## src/rtl/ikaopll_acc_i2s_reader.sv

```systemverilog
// Captures the DAC accumulator sample on each strobe rising edge, queues it in a small FIFO and
// serializes it as a mono-duplicated 16-bit-per-channel I2S stream with sticky cadence flags.
module ikaopll_acc_i2s_reader #(
    parameter int unsigned BCLK_DIV   = 4,
    parameter int unsigned FIFO_DEPTH = 4
) (
    input  logic                        i_EMUCLK,
    input  logic                        i_RST,
    input  logic                        i_ACC_SIGNED_STRB,
    input  logic [15:0]                 i_ACC_SIGNED,
    input  logic                        i_TX_EN,
    input  logic                        i_FLAG_CLR,
    output logic                        o_I2S_BCLK,
    output logic                        o_I2S_LRCK,
    output logic                        o_I2S_SDATA,
    output logic [$clog2(FIFO_DEPTH):0] o_FIFO_LEVEL,
    output logic                        o_OVERFLOW,
    output logic                        o_UNDERRUN
);

    localparam int unsigned AW = $clog2(FIFO_DEPTH);
    localparam int unsigned DW = (BCLK_DIV > 1) ? $clog2(BCLK_DIV) : 1;
    localparam logic [DW-1:0] DIV_TC   = DW'(BCLK_DIV - 1);
    localparam logic [AW:0]   LVL_FULL = (AW + 1)'(FIFO_DEPTH);

    // capture and FIFO state
    logic          strb_z;
    logic          seen_q;
    logic [15:0]   mem_q [FIFO_DEPTH];
    logic [AW-1:0] wr_ptr_q;
    logic [AW-1:0] rd_ptr_q;
    logic [AW:0]   level_q;
    logic [15:0]   last_q;

    // serializer state
    logic [DW-1:0] div_q;
    logic          bclk_q;
    logic [4:0]    slot_q;
    logic [31:0]   shift_q;
    logic          lrck_q;
    logic          sdata_q;

    logic          ovf_q;
    logic          udr_q;

    logic          push_req;
    logic          fifo_empty;
    logic          fifo_full;
    logic          bclk_fall;
    logic          pop_point;
    logic          pop;
    logic          push;
    logic          ovf_set;
    logic          udr_set;
    logic [15:0]   rd_data;
    logic [4:0]    slot_d;
    logic [31:0]   shift_d;

    assign rd_data = mem_q[rd_ptr_q];

    always_comb begin
        push_req   = i_ACC_SIGNED_STRB & ~strb_z;
        fifo_empty = (level_q == '0);
        fifo_full  = (level_q == LVL_FULL);
        bclk_fall  = i_TX_EN & bclk_q & (div_q == DIV_TC);
        pop_point  = bclk_fall & (slot_q == 5'd31);
        pop        = pop_point & ~fifo_empty;
        // a pop frees the slot in the same cycle, so a full FIFO still accepts the push
        push       = push_req & (~fifo_full | pop);
        ovf_set    = push_req & fifo_full & ~pop;
        udr_set    = pop_point & fifo_empty & seen_q;
        slot_d     = slot_q + 5'd1;
        if (pop_point) begin
            shift_d = fifo_empty ? {last_q, last_q} : {rd_data, rd_data};
        end else begin
            shift_d = {shift_q[30:0], 1'b0};
        end
    end

    always_ff @(posedge i_EMUCLK) begin
        if (i_RST) begin
            strb_z   <= 1'b0;
            seen_q   <= 1'b0;
            wr_ptr_q <= '0;
            rd_ptr_q <= '0;
            level_q  <= '0;
            last_q   <= '0;
            for (int i = 0; i < FIFO_DEPTH; i++) begin
                mem_q[i] <= '0;
            end
            div_q    <= '0;
            bclk_q   <= 1'b0;
            slot_q   <= 5'd31;
            shift_q  <= '0;
            lrck_q   <= 1'b0;
            sdata_q  <= 1'b0;
            ovf_q    <= 1'b0;
            udr_q    <= 1'b0;
        end else begin
            strb_z <= i_ACC_SIGNED_STRB;

            if (push) begin
                mem_q[wr_ptr_q] <= i_ACC_SIGNED;
                wr_ptr_q        <= wr_ptr_q + 1'b1;
                seen_q          <= 1'b1;
            end
            if (pop) begin
                rd_ptr_q <= rd_ptr_q + 1'b1;
                last_q   <= rd_data;
            end
            case ({push, pop})
                2'b10:   level_q <= level_q + 1'b1;
                2'b01:   level_q <= level_q - 1'b1;
                default: level_q <= level_q;
            endcase

            // set events take priority over a simultaneous clear
            ovf_q <= ovf_set | (ovf_q & ~i_FLAG_CLR);
            udr_q <= udr_set | (udr_q & ~i_FLAG_CLR);

            if (!i_TX_EN) begin
                div_q   <= '0;
                bclk_q  <= 1'b0;
                slot_q  <= 5'd31;
                lrck_q  <= 1'b0;
                sdata_q <= 1'b0;
            end else if (div_q == DIV_TC) begin
                div_q  <= '0;
                bclk_q <= ~bclk_q;
                if (bclk_q) begin
                    slot_q  <= slot_d;
                    shift_q <= shift_d;
                    sdata_q <= shift_d[31];
                    lrck_q  <= (slot_d >= 5'd15) && (slot_d <= 5'd30);
                end
            end else begin
                div_q <= div_q + 1'b1;
            end
        end
    end

    assign o_I2S_BCLK   = bclk_q;
    assign o_I2S_LRCK   = lrck_q;
    assign o_I2S_SDATA  = sdata_q;
    assign o_FIFO_LEVEL = level_q;
    assign o_OVERFLOW   = ovf_q;
    assign o_UNDERRUN   = udr_q;

endmodule

```

## config.mk

```make
export PLATFORM = sky130hd
export DESIGN_NAME = ikaopll_acc_i2s_reader
export DESIGN_NICKNAME = d
export VERILOG_FILES = /design/src/rtl/ikaopll_acc_i2s_reader.sv
export SDC_FILE = /design/constraint.sdc
export NUM_CORES = 1
export LEC_CHECK = 0
export CAP_MARGIN = 0
export CORE_ASPECT_RATIO = 1.4
export CORE_MARGIN = 2
export CORE_UTILIZATION = 23
export DETAILED_ROUTE_END_ITERATION = 12
export MAX_ROUTING_LAYER = met4
export SKIP_CTS_REPAIR_TIMING = 1
export SLEW_MARGIN = 20
export SYNTH_ARGS = -nofsm -noshare
export SYNTH_HDL_FRONTEND = slang
export SYNTH_SLANG_ARGS = --single-unit
```

## constraint.sdc

```tcl
create_clock -name i_EMUCLK -period 3.25 [get_ports i_EMUCLK]
set_input_delay 0.65 -clock i_EMUCLK [delete_from_list [all_inputs] [get_ports i_EMUCLK]]
set_output_delay 0.65 -clock i_EMUCLK [all_outputs]
set_load 0.05 [all_outputs]
```

==> results of run 1 <==
cells by family (layout without fill, tap and decap cells):
family	Yosys count	count (layout)	synth area share [%]
AND/OR/NAND/NOR	215	215	19.8
flip-flops	134	134	57.1
AO/OA/AOI/OAI	98	98	10.4
XOR/XNOR	10	10	1.50
buffers and inverters	42	83	3.29
multiplexers	17	17	6.38
adder cells (fa/ha/maj)	7	7	1.63
registers in the layout, indices dropped and copies added, names as in the netlist, named ones only:
name	cells
last_q	16
o_UNDERRUN	1
o_I2S_BCLK	1
shift_q	31
o_OVERFLOW	1
o_FIFO_LEVEL	3
rd_ptr_q	2
strb_z	1
mem_q	64
wr_ptr_q	2
o_I2S_LRCK	1
o_I2S_SDATA	1
seen_q	1
div_q	2
slot_q	5
worst max-delay path by stage:
stage                     startpoint         endpoint  slack [ps]  cells past startpoint
after CTS                  slot_q[0]  o_FIFO_LEVEL[2]         450                     12
after floorplan            slot_q[0]  o_FIFO_LEVEL[2]         270                     14
after global placement       i_TX_EN  o_FIFO_LEVEL[2]         360                     10
final                      slot_q[0]  o_FIFO_LEVEL[2]         460                     12
after global routing       slot_q[0]  o_FIFO_LEVEL[2]         260                     12
after detailed placement     i_TX_EN  o_FIFO_LEVEL[2]         360                     10
power by group:
group	internal, mW	switching, mW
registers	1.83	0.0195
clock network	1.22	0.754
logic	0.0819	0.131
area by class of cell:
type | instances | area, sq um
clock buffers | 17 | 425
clock inverters | 15 | 193
fillers | 2509 | 17700
inverters | 9 | 33.8
multi-input cells | 347 | 2310
flip-flops and latches | 134 | 3320
well taps | 315 | 394
repair buffers | 42 | 380
routing by layer:
layer  vias up  part of all wire, %  global-route usage [%]
met4         0                  1.1                    3.30
met1      1809                   45                    10.7
met5         -                    0                       -
met2        34                   52                    16.6
met3         7                  1.9                    1.91
li1       1899                    -                       -
stage by stage:
stage	utilization [%]	hold WS (ps)	worst slack (ps)	cell area, sq um
2_1_floorplan	-	404	266	5820
3_3_place_gp	26.0	416	362	6440
3_5_place_dp	26.0	428	355	6440
4_1_cts	28.5	437	454	7060
5_1_grt	28.5	469	263	7060
6_report	28.5	430	465	7060
cells in the final DEF, fill, tap and decap left out, drive strengths merged, types with 5 or more instances in the layout:
master,instances
nand2b,5
nor2,45
buf,15
a21o,17
clkbuf,17
mux4,16
clkdlybuf4s50,27
inv,13
dfxtp,70
edfxtp,64
and3,19
a21oi,39
o21ai,5
and2,49
nand2,42
o22ai,29
xnor2,5
nand3,5
nor2b,33
xor2,5
ha,6
==> impl_summary.log, run 1 <==
[metrics] post-detailed-route via-to-cell ratio: around 4.3
[metrics] slew at the pin with the worst max-slew slack: between 800 and 900 ps
[metrics] maximum number of pins on one net before global-route repair: 48
[metrics] Worst path top cell family by delay: adder cells
[metrics] period utilisation layout: between 80% and 90%
[metrics] Post-Synthesis Cell Area: 5820 sq um
[metrics] global-route usage over all layers: a little under a tenth
[metrics] vias in the first global route: 3,880
[metrics] width of the chip: roughly 140 um
[metrics] global-route wire length before repair: 19.7 mm
[metrics] antenna fix cells: 0
[metrics] Cell Count, Final, Fillers Out: 879
[metrics] Worst R2R End: o_FIFO_LEVEL[2]
[metrics] portion of the post-synthesis area used by sequential elements: a little under three fifths
[metrics] leading cell types by count after synthesis: sky130_fd_sc_hd__dfxtp_1, sky130_fd_sc_hd__edfxtp_1, sky130_fd_sc_hd__and2_1
[metrics] Die ar.: between 20,000 and 30,000 sq um
[metrics] Clock transition at path regs: ~60 ps
[metrics] DR iter-0 viols: around 150
[metrics] Initial Utilization: 23.5%
[metrics] relative area change from synthesis to final layout: 21.3%
[metrics] CP Capture Type: register
[metrics] kind of start point of the critical path: register
[metrics] min-delay worst type: reg -> reg
[metrics] Worst R2R Setup Slack: 460 ps
[metrics] register bit total from synthesis: around 130
[metrics] H-Tree Depth: 4
[metrics] residual DRC count: 0
[metrics] number of clock buffers inserted by TritonCTS: 17
[metrics] number of buffers added on ports: 28
[metrics] Die Span Y: approximately 190 um
[metrics] most used standard cell by instance count after synthesis: sky130_fd_sc_hd__dfxtp_1
[metrics] outcome: finished, final reports clean
[metrics] Final Critical Period: roughly 2800 ps
[metrics] data arrival time of the critical path: approximately 3100 ps
[metrics] CP Buf/Inv Count: 2
[metrics] cell with the largest stage delay on the worst path: sky130_fd_sc_hd__dfxtp_1
[metrics] clk_skew: around 12 ps
[metrics] Worst IR Drop VDD: between 300 and 400 uV
[metrics] max-capacitance violation count: 0
[metrics] Setup Total Neg Slack: 0 ps
[metrics] number of failing setup endpoints in the final timing report: 0
[metrics] required time of the critical path: 3590 ps
[metrics] startpoint of the most critical register-to-register path: slot_q[0]
[metrics] proportion of netlist area held by the largest area contributor: about a third
[metrics] vias: ~3,700
[metrics] Reg2Reg Depth: 12
[metrics] Power Total: a little over 4 mW
[metrics] highest clock rate: around 0.36 GHz
[metrics] worst setup path category: reg -> reg
[metrics] instance count after placement with tap cells included: approximately 850
[metrics] worst-case headroom to the max-slew limit: ~46%
[metrics] final hold viol count: 0
[metrics] global route total overflow: 0
[metrics] post-synthesis cell type with the largest combined area: sky130_fd_sc_hd__edfxtp_1
[metrics] dominant register cell in the synthesized netlist: sky130_fd_sc_hd__dfxtp_1
[metrics] Cell Chain, Critical Path: ha_1, and3_1, ha_1, and4_1, nand2_2, inv_2, ha_1, inv_1, fa_1, xor2_1, or3_1, a21oi_1
[metrics] Layout Nets: just under 600
[metrics] root buffer cell: sky130_fd_sc_hd__clkbuf_16
[metrics] Worst Hold Launch: div_q[0]
[metrics] Area contributors post-synth: sky130_fd_sc_hd__edfxtp_1, sky130_fd_sc_hd__dfxtp_1, sky130_fd_sc_hd__mux4_2, sky130_fd_sc_hd__and2_1, sky130_fd_sc_hd__nor2b_1
[metrics] Sinks on Clock Net: between 100 and 150
[metrics] power per cell area: about 570 nW/um^2
[metrics] number of max-slew violations in the final report: 0
[metrics] maximum buffer depth of the clock tree: 2
[metrics] number of antenna violations at the first check in global routing: 0
[metrics] Detail Placement HPWL: approximately 7.5 mm
[metrics] Post-synth EDFFs: 64
[metrics] Post-Synthesis Net Count: ~550
[metrics] count of unique library cells instantiated by Yosys: 45
[metrics] Hold Path Stages: 1
[metrics] leakage power summed over all cells: 2.62 nW
[metrics] synthesized area per cell: 11.1 sq um
[metrics] Ports: 29
[metrics] crit path max fanout: 8
[metrics] critical path's largest stage delay: about 470 ps
[metrics] TritonCTS clock tree: yes
[metrics] post-synthesis async set-or-reset flop share: 0%
[metrics] DR WL/cell: approximately 13 um
[metrics] Mapped Cells: 523
[metrics] standard-cell row count: 68
[metrics] total number of yosys warnings: 0
[metrics] most numerous cell on the critical path: sky130_fd_sc_hd__ha_1
[metrics] Routed WL: roughly 12 mm
[metrics] hold-critical path endpoint: div_q[0]
[metrics] Final GP Congestion: 0.698
[metrics] Post-DRT Antenna Nets: 0
[metrics] share of cells above drive strength 1: 13.1%
[metrics] Core Box Area: about 25,000 sq um
[metrics] clock latency on the worst-skew pair: just over 400 ps
[metrics] setup repair after global routing missed its margin: no
[metrics] DR pass1 iterations: 4
(Power assumes the default switching activity.)
==> run 2, diff against run 1 <==
--- a/config.mk
+++ b/config.mk
@@ -7,7 +7,7 @@
 export LEC_CHECK = 0
 export CAP_MARGIN = 0
 export CORE_ASPECT_RATIO = 1.4
-export CORE_MARGIN = 2
+export CORE_MARGIN = 3
 export CORE_UTILIZATION = 23
 export DETAILED_ROUTE_END_ITERATION = 12
 export MAX_ROUTING_LAYER = met4
==> run 2 against run 1 <==
Combinational power hardly changed. Fmax is 1.5% lower. Die area is 2.5% higher. First-iteration DRC count is 19% lower. Register-to-register slack worse by 40 ps. Routed wire length is 0.56% higher. Global-route usage hardly changed.
==> impl_summary.log, run 2 (synthesis results as in run 1) <==
[metrics] outcome: finished, final reports clean
[metrics] Sinks on Clock Net: 134 (unchanged)
[metrics] net switching power: 915 uW (+1.2%)
[metrics] root buffer cell: sky130_fd_sc_hd__clkbuf_16
[metrics] critical path's largest stage delay: 470 ps (about the same)
[metrics] kind of start point of the critical path: register
[metrics] DR WL/cell: 13.4 um (+0.56%)
[metrics] TritonCTS clock tree: yes
[metrics] min-delay worst type: reg -> reg
[metrics] Die Span Y: 194 um (+1.0%)
[metrics] data arrival time of the critical path: 3170 ps (+40 ps)
[metrics] width of the chip: 140 um (+1.4%)
[metrics] H-Tree Depth: 4 (unchanged)
[metrics] Layout Nets: 579 (unchanged)
[metrics] Worst path top cell family by delay: adder cells
[metrics] Core Box Area: 24,800 sq um (unchanged)
[metrics] register with the most flip-flops: mem_q
[metrics] DR iter-0 viols: 119 (-19%)
[metrics] most common cell after layout, fill and taps aside: sky130_fd_sc_hd__dfxtp_1
[metrics] CP Buf/Inv Count: 2 (unchanged)
[metrics] power per cell area: 574 nW/um^2 (+0.39%)
[metrics] Power Total: 4.05 mW (+0.35%)
[metrics] number of max-slew violations in the final report: 0 (unchanged)
[metrics] Cell Chain, Critical Path: ha_1, and3_1, ha_1, and4_1, nand2_2, inv_2, ha_1, inv_1, fa_1, xor2_1, or3_1, a21oi_1
[metrics] number of failing setup endpoints in the final timing report: 0 (unchanged)
[metrics] Post-DRT Antenna Nets: 0 (unchanged)
[metrics] CP Capture Type: register
[metrics] vias: 3,763 (+0.37%)
[metrics] period utilisation layout: 87.0% (+1.3 points)
[metrics] portion of total power attributed to sequential cells: 45.6% (-0.2 points)
[metrics] global-route wire length before repair: 20.3 mm (+3.0%)
[metrics] Die ar.: 27,300 sq um (+2.5%)
[metrics] global route total overflow: 0 (unchanged)
[metrics] Clock transition at path regs: 60 ps (about the same)
[metrics] worst setup path category: reg -> reg
[metrics] placement-stage worst setup slack: 288 ps (-67.2 ps)
[metrics] final hold viol count: 0 (unchanged)
[metrics] highest clock rate: 0.354 GHz (-1.5%)
[metrics] share of cells above drive strength 1: 12.9% (-0.18 points)
[metrics] worst-case headroom to the max-slew limit: 46.2% (-0.30 points)
[metrics] most numerous cell on the critical path: sky130_fd_sc_hd__ha_1
[metrics] Ports: 29 (unchanged)
[metrics] portion of total power attributed to combinational logic: 5.2% (about the same)
[metrics] clk_skew: 11.9 ps (+0.131 ps)
[metrics] Final Critical Period: 2830 ps (+41.7 ps)
[metrics] cell with the largest stage delay on the worst path: sky130_fd_sc_hd__dfxtp_1
[metrics] commonest cells after routing, fill and taps aside: sky130_fd_sc_hd__dfxtp_1, sky130_fd_sc_hd__edfxtp_1, sky130_fd_sc_hd__and2_1
[metrics] maximum buffer depth of the clock tree: 2 (unchanged)
[metrics] standard-cell row count: 68 (unchanged)
[metrics] Routed WL: 11.8 mm (+0.56%)
[metrics] max-capacitance violation count: 0 (unchanged)
[metrics] maximum number of pins on one net before global-route repair: 66 (+38%)
[metrics] slew at the pin with the worst max-slew slack: 807 ps (+4.47 ps)
[metrics] required time of the critical path: 3590 ps (about the same)
[metrics] relative area change from synthesis to final layout: 21.2% (about the same)
[metrics] number of antenna violations at the first check in global routing: 0 (unchanged)
[metrics] internal power: 3.14 mW (about the same)
[metrics] global-route usage over all layers: 9.47% (+0.035 points)
[metrics] clock latency on the worst-skew pair: 420 ps (about the same)
[metrics] setup repair after global routing missed its margin: no
[metrics] registers with the most flip-flops: mem_q: 64 flops, shift_q: 31 flops, last_q: 16 flops
[metrics] leakage power summed over all cells: 2.63 nW (+0.36%)
[metrics] Detail Placement HPWL: 7.49 mm (-0.41%)
[metrics] max FFs per register: 64 (unchanged)
[metrics] number of clock buffers inserted by TritonCTS: 17 (unchanged)
[metrics] power share of the clock group: 49.2% (+0.3 points)
[metrics] vias in the first global route: 3,958 (+2.0%)
[metrics] Setup Total Neg Slack: 0 ps (unchanged)
[metrics] Worst IR Drop VDD: 260 uV (-16%)
[metrics] crit path max fanout: 8 (unchanged)
[metrics] DR pass1 iterations: 4 (unchanged)
[metrics] antenna fix cells: 0 (unchanged)
[metrics] post-detailed-route via-to-cell ratio: 4.28 (+0.37%)
[metrics] Initial Utilization: 23.5% (unchanged)
[metrics] net switching share of the total power: 22.6% (+0.19 points)
[metrics] Final GP Congestion: 0.696 (-0.33%)
[metrics] number of buffers added on ports: 28 (unchanged)
[metrics] Worst Slack Setup Final: 423 ps (-41.7 ps)
[metrics] residual DRC count: 0 (unchanged)
[run 2: cell count changes in the layout (fill, tap and decap cells not counted)]
cell	delta
sky130_fd_sc_hd__inv_6	+3
sky130_fd_sc_hd__nor2_2	-1
sky130_fd_sc_hd__clkinvlp_4	-3
sky130_fd_sc_hd__clkinvlp_2	+1
sky130_fd_sc_hd__clkinv_4	-1
sky130_fd_sc_hd__nor2_1	+1
[run 2: routing by layer]
layer / vias to the layer above / GRT usage [%] / wire, um
li1: 1910 / - / -
met1: 1799 / 10.2 / 4990
met2: 39 / 16.7 / 6350
met3: 15 / 2.34 / 266
met4: 0 / 3.45 / 178
met5: - / - / 0
[run 2: metrics by stage]
| stage | std cells | util (%) | hold WS [ps] | cell area (sq um) |
|---|---|---|---|---|
| after global routing | 879 | 28.5 | 459 | 7060 |
| after floorplan | 523 | - | 404 | 5820 |
| after global placement | 847 | 26.0 | 417 | 6440 |
| after CTS | 879 | 28.5 | 433 | 7060 |
| after detailed placement | 847 | 26.0 | 424 | 6440 |
| final | 879 | 28.5 | 434 | 7060 |
[run 2: worst register-to-register path, stage by stage (launching register included)]
cell,delay (ps)
sky130_fd_sc_hd__dfxtp_1,470
sky130_fd_sc_hd__ha_1,260
sky130_fd_sc_hd__and3_1,170
sky130_fd_sc_hd__ha_1,250
sky130_fd_sc_hd__and4_1,260
sky130_fd_sc_hd__nand2_2,70
sky130_fd_sc_hd__inv_2,80
sky130_fd_sc_hd__ha_1,170
sky130_fd_sc_hd__inv_1,60
sky130_fd_sc_hd__fa_1,370
sky130_fd_sc_hd__xor2_1,150
sky130_fd_sc_hd__or3_1,300
sky130_fd_sc_hd__a21oi_1,140
[run 2: worst paths after layout]
check | startpoint | to | slack [ps] | depth (start not counted)
worst min register to register | div_q[0] | div_q[0] | 430 | 1
worst min-delay path | div_q[0] | div_q[0] | 430 | 1
worst max register to register | slot_q[0] | o_FIFO_LEVEL[2] | 420 | 12
worst max-delay path | slot_q[0] | o_FIFO_LEVEL[2] | 420 | 12
[run 2: cell type report]
type	instances	area [sq um]
Clock buffer	17	425
Clock inverter	15	193
Fill cell	2539	17700
Inverter	9	33.8
Multi-Input combinational cell	347	2310
Sequential cell	134	3320
Tap cell	315	394
Timing Repair Buffer	42	380
[run 2: power groups by stage]
stage               Sequential (mW)  Combinational (mW)  Clock, mW
floorplan                      1.89               0.122          0
global placement               1.88               0.213          0
detailed placement             1.89               0.214          0
CTS                            1.85               0.215       2.03
global route                   1.85               0.233       2.10
finish                         1.85               0.211       1.99
==> RTL edit 1, RTL diff (config.mk and constraints of run 2) <==
Change the parameter `BCLK_DIV` from 4 to 8.
--- a/src/rtl/ikaopll_acc_i2s_reader.sv
+++ b/src/rtl/ikaopll_acc_i2s_reader.sv
@@ -3,3 +3,3 @@
 module ikaopll_acc_i2s_reader #(
-    parameter int unsigned BCLK_DIV   = 4,
+    parameter int unsigned BCLK_DIV   = 8,
     parameter int unsigned FIFO_DEPTH = 4
Formal check against the unedited RTL: not equivalent (a bounded check fails within 10 cycles, from zero or initial values and one cycle with i_RST high).
==> RTL edit 1 against run 2 <==
Count of clock-buffer cells in the layout unchanged. Sequential cell count up 1. Largest cell class unchanged. Routed wire length about the same. Synthesized cell count up 0.57%. Area after synthesis up 0.62%. Critical path type unchanged. Power up 2.5%. Design area up 1.1%. Sequential share of layout area down 0.21 points. Setup slack better by 0.036 ns. Largest power group unchanged. Die area up 0.60%. Clock power up 5%. Maximum frequency up 1.3%.
==> RTL edit 1: results (changes against run 2) <==
| Metric | Value |
|---|---|
| Hold Slack | `0.433 ns (-0.00136 ns)` |
| Initial DRC count | `128 (+7.6%)` |
| Leakage Power | `2.67 nW (+1.8%)` |
| Met3 routed WL | `215 um (-19%)` |
| Outcome | `complete, no violations` |
| Layout cells sized above 1 | `13.0% (+0.062 points)` |
| Slack of the critical path | `0.459 ns (+0.0361 ns)` |
| Fillers | `2600 (+2.4%)` |
| Max VDD drop | `0.276 mV (+6.1%)` |
| Met1 Resource Use GR | `10.2% (-0.013 points)` |
| Vias in the first global route | `4035 (+1.9%)` |
| Post-Syn Instances | `526 (+0.57%)` |
| Layout Nets | `585 (+1.0%)` |
| Skew final | `0.0131 ns (+0.00115 ns)` |
| Via/cell ratio | `4.34 (+1.3%)` |
| Yosys warnings | `0 (unchanged)` |
| Crit path arrival time | `3.13 ns (-0.04 ns)` |
| Clock share of power | `50.0% (+0.8 points)` |
| Total placed cells including tap cells | `852 (+0.59%)` |
| Final wirelength | `11800 um (about the same)` |
| Clock Power | `2.08 mW (+5%)` |
| Grt met2 use | `16.8% (+0.071 points)` |
| Switching share of power | `22.2% (-0.36 points)` |
| Synth area leaders | `edfxtp_1 33%, dfxtp_1 24%, mux4_2 6.1%` |
| Commonest cells post-synth | `71 x dfxtp_1, 64 x edfxtp_1, 48 x and2_1` |
| Post-synth EDFFs | `64 (unchanged)` |
| First-pass GRT wire length | `20200 um (-0.27%)` |
| Met3 Use GR | `1.77% (-0.57 points)` |
| Post-DP HPWL | `7830 um (+4.6%)` |
| Largest net degree at the start of global routing | `40 (-39%)` |
| Area of placed instances | `0.00649 mm2 (+0.85%)` |
| Drt wl/cell | `13.3 um (-0.48%)` |
| Yosys cell types | `47 (+4.4%)` |
| Routability cong. | `0.723 (+3.9%)` |
| WL met2 | `6390 um (+0.68%)` |
| M1 WL | `5060 um (+1.4%)` |
## RTL edit 1: worst paths after layout
check,from,end,cells after the start
hold / removal,div_q[0],div_q[0],1
setup reg to reg,slot_q[0],o_FIFO_LEVEL[2],12
setup / recovery,slot_q[0],o_FIFO_LEVEL[2],12
hold reg to reg,div_q[0],div_q[0],1
## RTL edit 1: final cells by class
type                    count  area, um2  area share (%)
well taps                 315        394            5.53
repair buffers             44        395            5.54
inverters                  10       37.5           0.526
flip-flops and latches    135       3340            46.9
clock buffers              17        425            5.96
clock inverters            15        213            2.98
multi-input cells         348       2320            32.6
## RTL edit 1: logic make-up after synthesis
logic type      Yosys count  share of synthesized area [%]
mux                      17                           6.34
xor+xnor                 10                           1.49
flops                   135                           57.1
compound gates           98                           10.4
fa+ha+maj                 8                           1.84
simple gates            215                           19.6
buf+inv                  43                           3.31
==> RTL edit 2, RTL diff (settings of run 2) <==
Without the edit above. Put one more register stage on the output `o_FIFO_LEVEL`, with the module's reset. The value now appears one clock later. The other outputs are not delayed to match.
--- a/src/rtl/ikaopll_acc_i2s_reader.sv
+++ b/src/rtl/ikaopll_acc_i2s_reader.sv
@@ -144,3 +144,9 @@
     assign o_I2S_SDATA  = sdata_q;
-    assign o_FIFO_LEVEL = level_q;
+    always_ff @(posedge i_EMUCLK) begin
+        if (i_RST) begin
+            o_FIFO_LEVEL <= '0;
+        end else begin
+            o_FIFO_LEVEL <= level_q;
+        end
+    end
     assign o_OVERFLOW   = ovf_q;
Function: changed (Yosys sat finds a counterexample within 4 cycles, from zero or initial values and one cycle with i_RST high).
==> RTL edit 2 against run 2 <==
Sequential cell count up 3. Design area grew 0.41%. Critical path depth stayed put. Clock skew shrank 0.0023 ns. Routed wire length increased by 0.77%. Area after synthesis rose by 1.2%. Setup slack improved by 0.028 ns. Power down 3.1%. Largest power group is now registers. Highest routed layer unchanged.
==> RTL edit 2: results (changes against run 2) <==
| Metric | Value |
|---|---|
| Outcome | `complete, no violations` |
| Fraction of area in non-clock buffers | `5.47% (+0.084 points)` |
| Fillers | `2542 (+0.12%)` |
| Routability cong. | `0.734 (+5.5%)` |
| Clk tree area frac | `7.98% (-0.78 points)` |
| Via/cell ratio | `4.30 (+0.55%)` |
| Total placed cells including tap cells | `854 (+0.83%)` |
| # diodes | `0 (unchanged)` |
| Crit path arrival time | `3.14 ns (-0.03 ns)` |
| Vias in the first global route | `3938 (-0.51%)` |
| Post-DP HPWL | `7840 um (+4.7%)` |
| Largest net degree at the start of global routing | `42 (-36%)` |
| Register-to-register setup slack | `0.45 ns (+0.03 ns)` |
| Area of placed instances | `0.00652 mm2 (+1.3%)` |
| Antenna-violating nets left | `0 (unchanged)` |
| Pre-CTS setup slack | `0.374 ns (+0.0856 ns)` |
| Layout Nets | `586 (+1.2%)` |
| First-pass GRT wire length | `20300 um (about the same)` |
| Multi-input logic area | `0.00232 mm2 (+0.60%)` |
| Clk slew on worst S/H paths | `0.06 ns (about the same)` |
| Seq area share | `47.7% (+0.66 points)` |
| FF-to-FF End | `level_q[2]` |
| Initial DRC count | `188 (+58%)` |
| Commonest cells post-synth | `73 x dfxtp_1, 64 x edfxtp_1, 48 x and2_1` |
| Hold depth | `1 (unchanged)` |
| Register area share after synthesis | `57.4% (+0.34 points)` |
| Area Growth Syn to Fin | `20.3%` |
| Synth area leaders | `edfxtp_1 33%, dfxtp_1 25%, mux4_2 6.1%` |
| R2R cell count | `12 (unchanged)` |
| Post-Syn Instances | `529 (+1.1%)` |
| Buffers excl. clock | `43 (+2.4%)` |
| Max VDD drop | `0.325 mV (+25%)` |
| Max transition margin | `48.6% (+2.4 points)` |
| Overall routing resource usage | `9.43% (-0.040 points)` |
| Worst Hold Path EP | `div_q[0]` |
| Multi-input gates | `350 (+0.86%)` |
| Leakage Power | `2.63 nW (+0.29%)` |
| Skew final | `0.00957 ns (-0.00233 ns)` |
| Finished Layout Cells | `886 (+0.80%)` |
| Internal cell power | `3.02 mW (-3.9%)` |
-- RTL edit 2: per-layer routing --
metal	vias to the layer above	GRT usage [%]	share of wire, %
met2	68	16.2	53
li1	1921	-	-
met1	1813	10.6	41
met3	12	2.23	3.4
met4	0	3.59	1.7
met5	-	-	0
-- RTL edit 2: logic make-up (layout without fill, tap and decap cells) --
family | after synthesis | in the layout | synth area share (%)
AOI/OAI and AO/OA | 98 | 98 | 10.2
xor gates and xnor gates | 10 | 10 | 1.49
adders and majority gates | 7 | 7 | 1.61
buffers and inverters | 42 | 84 | 3.18
DFF | 137 | 137 | 57.4
muxes | 17 | 17 | 6.31
and+or+nand+nor | 218 | 218 | 19.8
-- RTL edit 2: worst max-delay path by stage --
stage | to | slack, ns | depth (start not counted)
after floorplan | level_q[2] | 0.27 | 14
after global placement | level_q[2] | 0.39 | 10
after detailed placement | level_q[2] | 0.37 | 10
after CTS | level_q[2] | 0.45 | 12
after global routing | level_q[2] | 0.16 | 12
final | level_q[2] | 0.45 | 12
-- RTL edit 2: power by group through the flow --
stage	Combinational, mW	Sequential (mW)	Clock (mW)
floorplan	0.123	1.92	0
global placement	0.213	1.92	0
detailed placement	0.215	1.92	0
CTS	0.215	1.89	1.87
global route	0.233	1.89	1.95
finish	0.210	1.89	1.83
-- RTL edit 2: worst reg2reg max path, delay by kind of cell, from the launching register on --
kind	cells	cell delay (ns)
XOR/XNOR	1	0.15
adder cells (fa/ha/maj)	4	1.03
AO/OA/AOI/OAI	1	0.13
AND/OR/NAND/NOR	4	0.80
flip-flops	1	0.48
buffers and inverters	2	0.12
